**src/rtl/goldschmidt_ctrl.sv**
```systemverilog
// Control sequencer for the Goldschmidt divider datapath: issues the IA*D/IA*N
// seed pair, then ITERS K*D/K*N refinement pairs, with a start/busy/done handshake.
module goldschmidt_ctrl #(
   parameter int ITERS = 4,
   parameter int CW    = 4
) (
   input  logic          clk,
   input  logic          reset,
   input  logic          start,
   input  logic          clear,
   output logic          busy,
   output logic          done,
   output logic          load_regN,
   output logic          load_regD,
   output logic [1:0]    sel_ND_mux,
   output logic          sel_K_mux,
   output logic [CW-1:0] iter_cnt
);

   typedef enum logic [2:0] {
      IDLE   = 3'd0,
      INIT_D = 3'd1,
      INIT_N = 3'd2,
      ITER_D = 3'd3,
      ITER_N = 3'd4,
      DONE   = 3'd5
   } state_t;

   localparam logic [CW-1:0] LAST_PAIR = CW'(ITERS);

   state_t          state, state_nxt;
   logic [CW-1:0]   cnt_nxt;

   always_ff @(posedge clk or negedge reset) begin
      if (!reset) begin
         state    <= IDLE;
         iter_cnt <= '0;
      end else begin
         state    <= state_nxt;
         iter_cnt <= cnt_nxt;
      end
   end

   // clear overrides everything; unused encodings fall back to IDLE
   always_comb begin
      state_nxt = state;
      cnt_nxt   = iter_cnt;
      if (clear) begin
         state_nxt = IDLE;
         cnt_nxt   = '0;
      end else begin
         case (state)
            IDLE: begin
               cnt_nxt = '0;
               if (start) state_nxt = INIT_D;
            end
            INIT_D: state_nxt = INIT_N;
            INIT_N: begin
               state_nxt = ITER_D;
               cnt_nxt   = CW'(1);
            end
            ITER_D: state_nxt = ITER_N;
            ITER_N: begin
               if (iter_cnt == LAST_PAIR) begin
                  state_nxt = DONE;
               end else begin
                  state_nxt = ITER_D;
                  cnt_nxt   = iter_cnt + CW'(1);
               end
            end
            DONE: begin
               state_nxt = IDLE;
               cnt_nxt   = '0;
            end
            default: begin
               state_nxt = IDLE;
               cnt_nxt   = '0;
            end
         endcase
      end
   end

   always_comb begin
      load_regN  = 1'b0;
      load_regD  = 1'b0;
      sel_ND_mux = 2'b00;
      sel_K_mux  = 1'b1;
      busy       = 1'b0;
      done       = 1'b0;
      case (state)
         INIT_D: begin
            load_regD = 1'b1;
            busy      = 1'b1;
         end
         INIT_N: begin
            load_regN  = 1'b1;
            sel_ND_mux = 2'b01;
            busy       = 1'b1;
         end
         ITER_D: begin
            load_regD  = 1'b1;
            sel_ND_mux = 2'b10;
            sel_K_mux  = 1'b0;
            busy       = 1'b1;
         end
         ITER_N: begin
            load_regN  = 1'b1;
            sel_ND_mux = 2'b11;
            sel_K_mux  = 1'b0;
            busy       = 1'b1;
         end
         DONE:    done = 1'b1;
         default: ;
      endcase
   end

endmodule

```
**config.mk**
```make
export PLATFORM = sky130hd
export DESIGN_NAME = goldschmidt_ctrl
export DESIGN_NICKNAME = d
export VERILOG_FILES = /design/src/rtl/goldschmidt_ctrl.sv
export SDC_FILE = /design/constraint.sdc
export NUM_CORES = 1
export LEC_CHECK = 0
export CORE_AREA = 2 2 39 41
export CTS_BUF_LIST = sky130_fd_sc_hd__clkbuf_16
export CTS_CLUSTER_SIZE = 8
export DETAILED_ROUTE_END_ITERATION = 8
export DIE_AREA = 0 0 41 43
export SYNTH_ARGS = -nofsm -noshare
export SYNTH_HDL_FRONTEND = slang
export SYNTH_SLANG_ARGS = --single-unit
```
**constraint.sdc**
```tcl
create_clock -name clk -period 2.85 [get_ports clk]
set_input_delay 0.57 -clock clk [delete_from_list [all_inputs] [get_ports clk]]
set_output_delay 0.57 -clock clk [all_outputs]
set_load 0.005 [all_outputs]
```
## Yosys cells after proc, flatten, opt, wreduce, memory -nomap -nowiden

Index checks and enable logic that the tools add are counted.

- Word-level logic and storage cells: 31
- Input bits: 4
- Output and inout port bits: 11
- Register bits: 7

- Muxes and demuxes: 13
- Eq/ne operators: 9
- Add/subtract/negate cells: 1
- Reduce and logical (&&, ||, !) cells: 6

Operators by type and width:

| cell | number |
|---|---|
| $pmux 3 s5 | 1 |
| $pmux 4 s3 | 1 |
| $mux 3 | 3 |
| $mux 4 | 2 |
| $eq 3x2->1 const B | 2 |
| $eq 3x3->1 const B | 2 |
| $ne 3x3->1 const B | 2 |
| $pmux 2 s3 | 1 |
| $reduce_or 2->1 | 3 |
| $mux 1 | 5 |
| $add 4x1->4 const B | 1 |
| $eq 4x3->1 const B | 1 |
| $reduce_or 4->1 | 1 |
| $eq 3x1->1 const B | 1 |
| $logic_not 3->1 | 1 |
| $ne 2x1->1 const B | 1 |
| $reduce_and 2->1 | 1 |

## Depth between registers and ports, before layout

- Word-level depth: 4
- Depth in mapped cells: 5
- Mapped depth without buffers: 5

## Worst setup path before layout

No wires, ideal clock.

- Path type: register -> output
- Start point: reg state[1]
- End point: out sel_ND_mux[1]
- Stages on the path, launching flop included: 5
- Arrival: 1.047 ns
- Path slack: 1.233 ns
- Path through: dfrtp_1 -> clkbuf_1 -> nor3b_1 -> a21oi_1 -> inv_1

- Longest elaborated chain between the ends: 2

Ends and longest elaborated chain:

| element | RTL line | source |
|---|---|---|
| start: declaration | 31 | `state_t state, state_nxt;` |
| start signal: assignment | 39 | `state <= state_nxt;` |
| $eq 3x3->1 or $eq 3x2->1 (tied branches) | 90 | `case (state)` |
| $pmux 2 s3 * | 90 |  |
| end: declaration | 15 | `output logic [1:0] sel_ND_mux,` |

Every way passes the cells marked *; elsewhere a longest branch is shown, timed or not.

## Worst setup path in the final report

- Start point: reg state[2]
- End point: out sel_ND_mux[1]

The elaborated chain is that of the path after synthesis.

==> run summary <==
The run finished with clean final reports. Counting the fill cells in the layout gives 137. The tree is rooted in a sky130_fd_sc_hd__clkbuf_16. The critical path contains buffers and inverters numbering 2 combined. The logs give 0.374 for the sequential-to-total area share from yosys stat and 783 microns for the final HPWL from detailed placement.

Number of cells upsized or downsized after cts: 0. The largest driver fanout on the critical path was 13. The clock reaches the later pin of the worst-skew pair after 230 ps. The clock network fraction of total power is 0.551, and the critical path data required time is 2280 ps. In this run the worst setup path begins at state[2]$_DFFE_PN0P_. Post-synthesis register bit count: 7.

The transition time at the pin with the least slew margin works out to 391 ps. In this run, post-CTS hold repair placed 0 buffers. The library cell with the highest instance count after synthesis was sky130_fd_sc_hd__dfrtp_1. The power share of the sequential group was 0.290; the first-iteration detailed-routing DRC count was 10. Net switching power: 0.0000888 W. For the post-route clock skew, the log shows 1.15 ps. The number of different library cells used by synthesis comes to 25. On the critical path, the stage with the largest delay is an instance of sky130_fd_sc_hd__dfrtp_1. Clock tree synthesis found a total of 7 sinks. The number of cells traversed by the worst register-to-register path was 3. The share of layout cells above drive strength 1 works out to 0.0746. Cell type group with the largest total delay on the critical path: flip-flops. For the detailed-route via count, the log shows 453. Internal cell power: 0.000328 W. The nature of the critical path endpoint is a primary output. The number of buffers between clock root and the deepest sink was 2.

After clock tree synthesis, the setup repair step added 0 buffers. Ratio of routed vias to standard cells: 5.46. The commonest cells after synthesis are 7 x sky130_fd_sc_hd__dfrtp_1, 5 x sky130_fd_sc_hd__a21oi_1, 5 x sky130_fd_sc_hd__nor2_1. Among all flip-flop cells after synthesis, the most frequent one is sky130_fd_sc_hd__dfrtp_1. The total DRC errors in the routed layout came out at 0. The number of I/O port buffers came out at 14. The critical path goes through nor3b_1 -> a21oi_1 -> inv_1 -> clkdlybuf4s50_1.

Summed over all layers, the global routing overflow is 0. The total standard cell area after synthesis was 468 sq um; the starting utilization of the core area was 0.338. After layout, the design draws a total of 0.000417 W. Yosys attributes the largest share of cell area to sky130_fd_sc_hd__dfrtp_1 37%, sky130_fd_sc_hd__xnor2_1 5.6%, sky130_fd_sc_hd__a21oi_1 5.3%, sky130_fd_sc_hd__ha_1 5.3%, sky130_fd_sc_hd__nor2_1 4.0%.

The min-delay analysis places its worst path in the category flip-flop to flip-flop. The maximum number of pins on one net before global-route repair was 14; the clock edge transition at the registers on the reported setup and hold paths was 40 ps. In this run the static leakage power is 0.298 nW.

The areal power density over the cells is 602 nW/um^2. The count of H-tree levels built during CTS came out at 1. The share of Yosys cell area claimed by the top area cell type was 0.374; the total setup violations reported at the end of the flow was 0.

Sort of element at the start of the critical path: a flip-flop. In the final layout, the multi-input gates occupy 268 sq um. The fraction of synthesis flops using an asynchronous set or reset pin is 1.00, and the cell count after synthesis is 52. For the total global routing track utilization, the log shows 0.160. The overall die height works out to 43 microns. The final number of max-transition violations is 0, and the logic gate share of total power is 0.159. Summed over all layers, the routed wires come to 1.12 mm.

The post-synthesis to final-layout area growth works out to 48.1%. In the final timing run, aggregate negative setup slack is 0 ps. The number of cells on the critical path is 4. The switching part of the total was 0.213; the worst vdd rail ir drop was 0.000565 V.

In this run, synthesis inferred 0 flip-flops with an integrated enable. The core utilization of the finished layout came out at 0.501. The worst register-to-register path ends at iter_cnt[2]$_DFFE_PN0P_.

The placer's final routability congestion estimate is 0.670. The number of antenna diodes in the final layout is 0. The tools report the destination of the critical timing path as sel_ND_mux[1].

The number of antenna violations at the first check in global routing was 0; the number of nets in the layout was 74. In this run the horizontal extent of the chip is 41 microns. For the worst slew slack as a fraction of its limit, the log shows 0.739. The worst setup path is of the flip-flop to primary output kind. The number of endpoints with negative hold slack in the final report is 0, and the post-synthesis average cell area is 9.00 sq um. The cell taking the most area after synthesis was sky130_fd_sc_hd__dfrtp_1.

The first global-routing pass estimated 1.90 mm of wire. In the final routed layout, each cell accounts on average for 13.5 microns. Setup slack on the worst reg-to-reg path comes out at 1320 ps. Setup repair after global routing left no endpoint under its margin.

The number of nets produced by synthesis came out at 58. The warning count from the yosys run was 0. In this run the critical register-to-register path is launched from state[2]$_DFFE_PN0P_. The post-route minimum period works out to 2410 ps.

The peak per-stage delay on the critical path is 570 ps, and the area of the die is 1760 sq um. For the number of buffers created by CTS, the log shows 3. STA puts the critical path data arrival time at 1840 ps. Timing would allow up to 416 MHz. In this run the remaining antenna-violating nets after routing total 0. During I/O placement, the number of pins put on the boundary was 15.

Via count of the first global-routing pass: 431. The first detailed-routing pass took 4 iterations. The total placed cells including tap cells came out at 79. TritonCTS built the clock tree. The final non-filler cell total is 83.

The region available for standard cell placement spans 1380 sq um. In the final layout, flip-flops and latches occupy 175 sq um. Fraction of the cycle the final worst path needs: 0.844. The tools report the number of maximum-capacitance violations as 0. The count of standard-cell rows was 14.
[cell usage in the layout, fill, tap and decap left out, drive strengths merged]
| cell type | n |
|---|---|
| a2111oi | 1 |
| a21oi | 5 |
| a22o | 2 |
| a2bb2oi | 1 |
| a31o | 1 |
| a31oi | 1 |
| and3 | 1 |
| and3b | 2 |
| clkbuf | 3 |
| clkdlybuf4s50 | 14 |
| dfrtp | 7 |
| ha | 2 |
| inv | 4 |
| nand2 | 3 |
| nand3b | 1 |
| nand4 | 1 |
| nor2 | 5 |
| nor2b | 2 |
| nor3 | 1 |
| nor3b | 2 |
| nor4b | 1 |
| o21ai | 2 |
| or3b | 1 |
| or4b | 1 |
| xnor2 | 3 |
[worst min-delay path by stage]
stage / cells after the start / from / slack [ps] / end
2_1_floorplan: 0 / reset / 270 / iter_cnt[0]$_DFFE_PN0P_
3_3_place_gp: 1 / iter_cnt[3]$_DFFE_PN0P_ / 570 / iter_cnt[3]$_DFFE_PN0P_
3_5_place_dp: 1 / iter_cnt[3]$_DFFE_PN0P_ / 580 / iter_cnt[3]$_DFFE_PN0P_
4_1_cts: 1 / iter_cnt[3]$_DFFE_PN0P_ / 590 / iter_cnt[3]$_DFFE_PN0P_
5_1_grt: 1 / reset / 630 / iter_cnt[3]$_DFFE_PN0P_
6_report: 1 / iter_cnt[3]$_DFFE_PN0P_ / 590 / iter_cnt[3]$_DFFE_PN0P_
[cell type report]
class,instances,share of cell area
Inverter,3,0.0162
Clock inverter,1,0.00542
Tap cell,16,0.0289
Timing Repair Buffer,14,0.202
Multi-Input combinational cell,39,0.386
Sequential cell,7,0.253
Clock buffer,3,0.108
[flip-flops by register name, summed over array words and instances (netlist names)]
signal / count
state: 3
iter_cnt: 4
[per-layer routing]
layer / track usage / part of all wire / up-vias
met5: 0 / 0 / -
met4: 0.0200 / 0 / 0
met3: 0.0785 / 0.056 / 0
met2: 0.259 / 0.50 / 16
met1: 0.189 / 0.45 / 217
li1: - / - / 220
[power by group through the flow]
stage	clock network, W	logic, W	registers, W
2_1_floorplan	0	0.0000413	0.000111
3_3_place_gp	0	0.0000664	0.000121
3_5_place_dp	0	0.0000661	0.000122
4_1_cts	0.000234	0.0000669	0.000121
5_1_grt	0.000243	0.0000718	0.000122
6_report	0.000230	0.0000662	0.000121
[cells by family (layout without fill, tap and decap cells)]
family                     Yosys count  after routing  synth area share
DFF                                  7              7             0.374
xor gates and xnor gates             3              3            0.0562
and+or+nand+nor                     21             21             0.281
AOI/OAI and AO/OA                   13             13             0.182
buffers and inverters                6             21            0.0535
adders and majority gates            2              2            0.0535
[metrics by stage]
step                hold WS, ps  cell area [sq um]  setup WS, ps
floorplan                   274                468          1230
global placement            574                614           746
detailed placement          579                614           691
CTS                         589                693           448
global route                632                693           365
finish                      587                693           444
(Power assumes the default switching activity.)
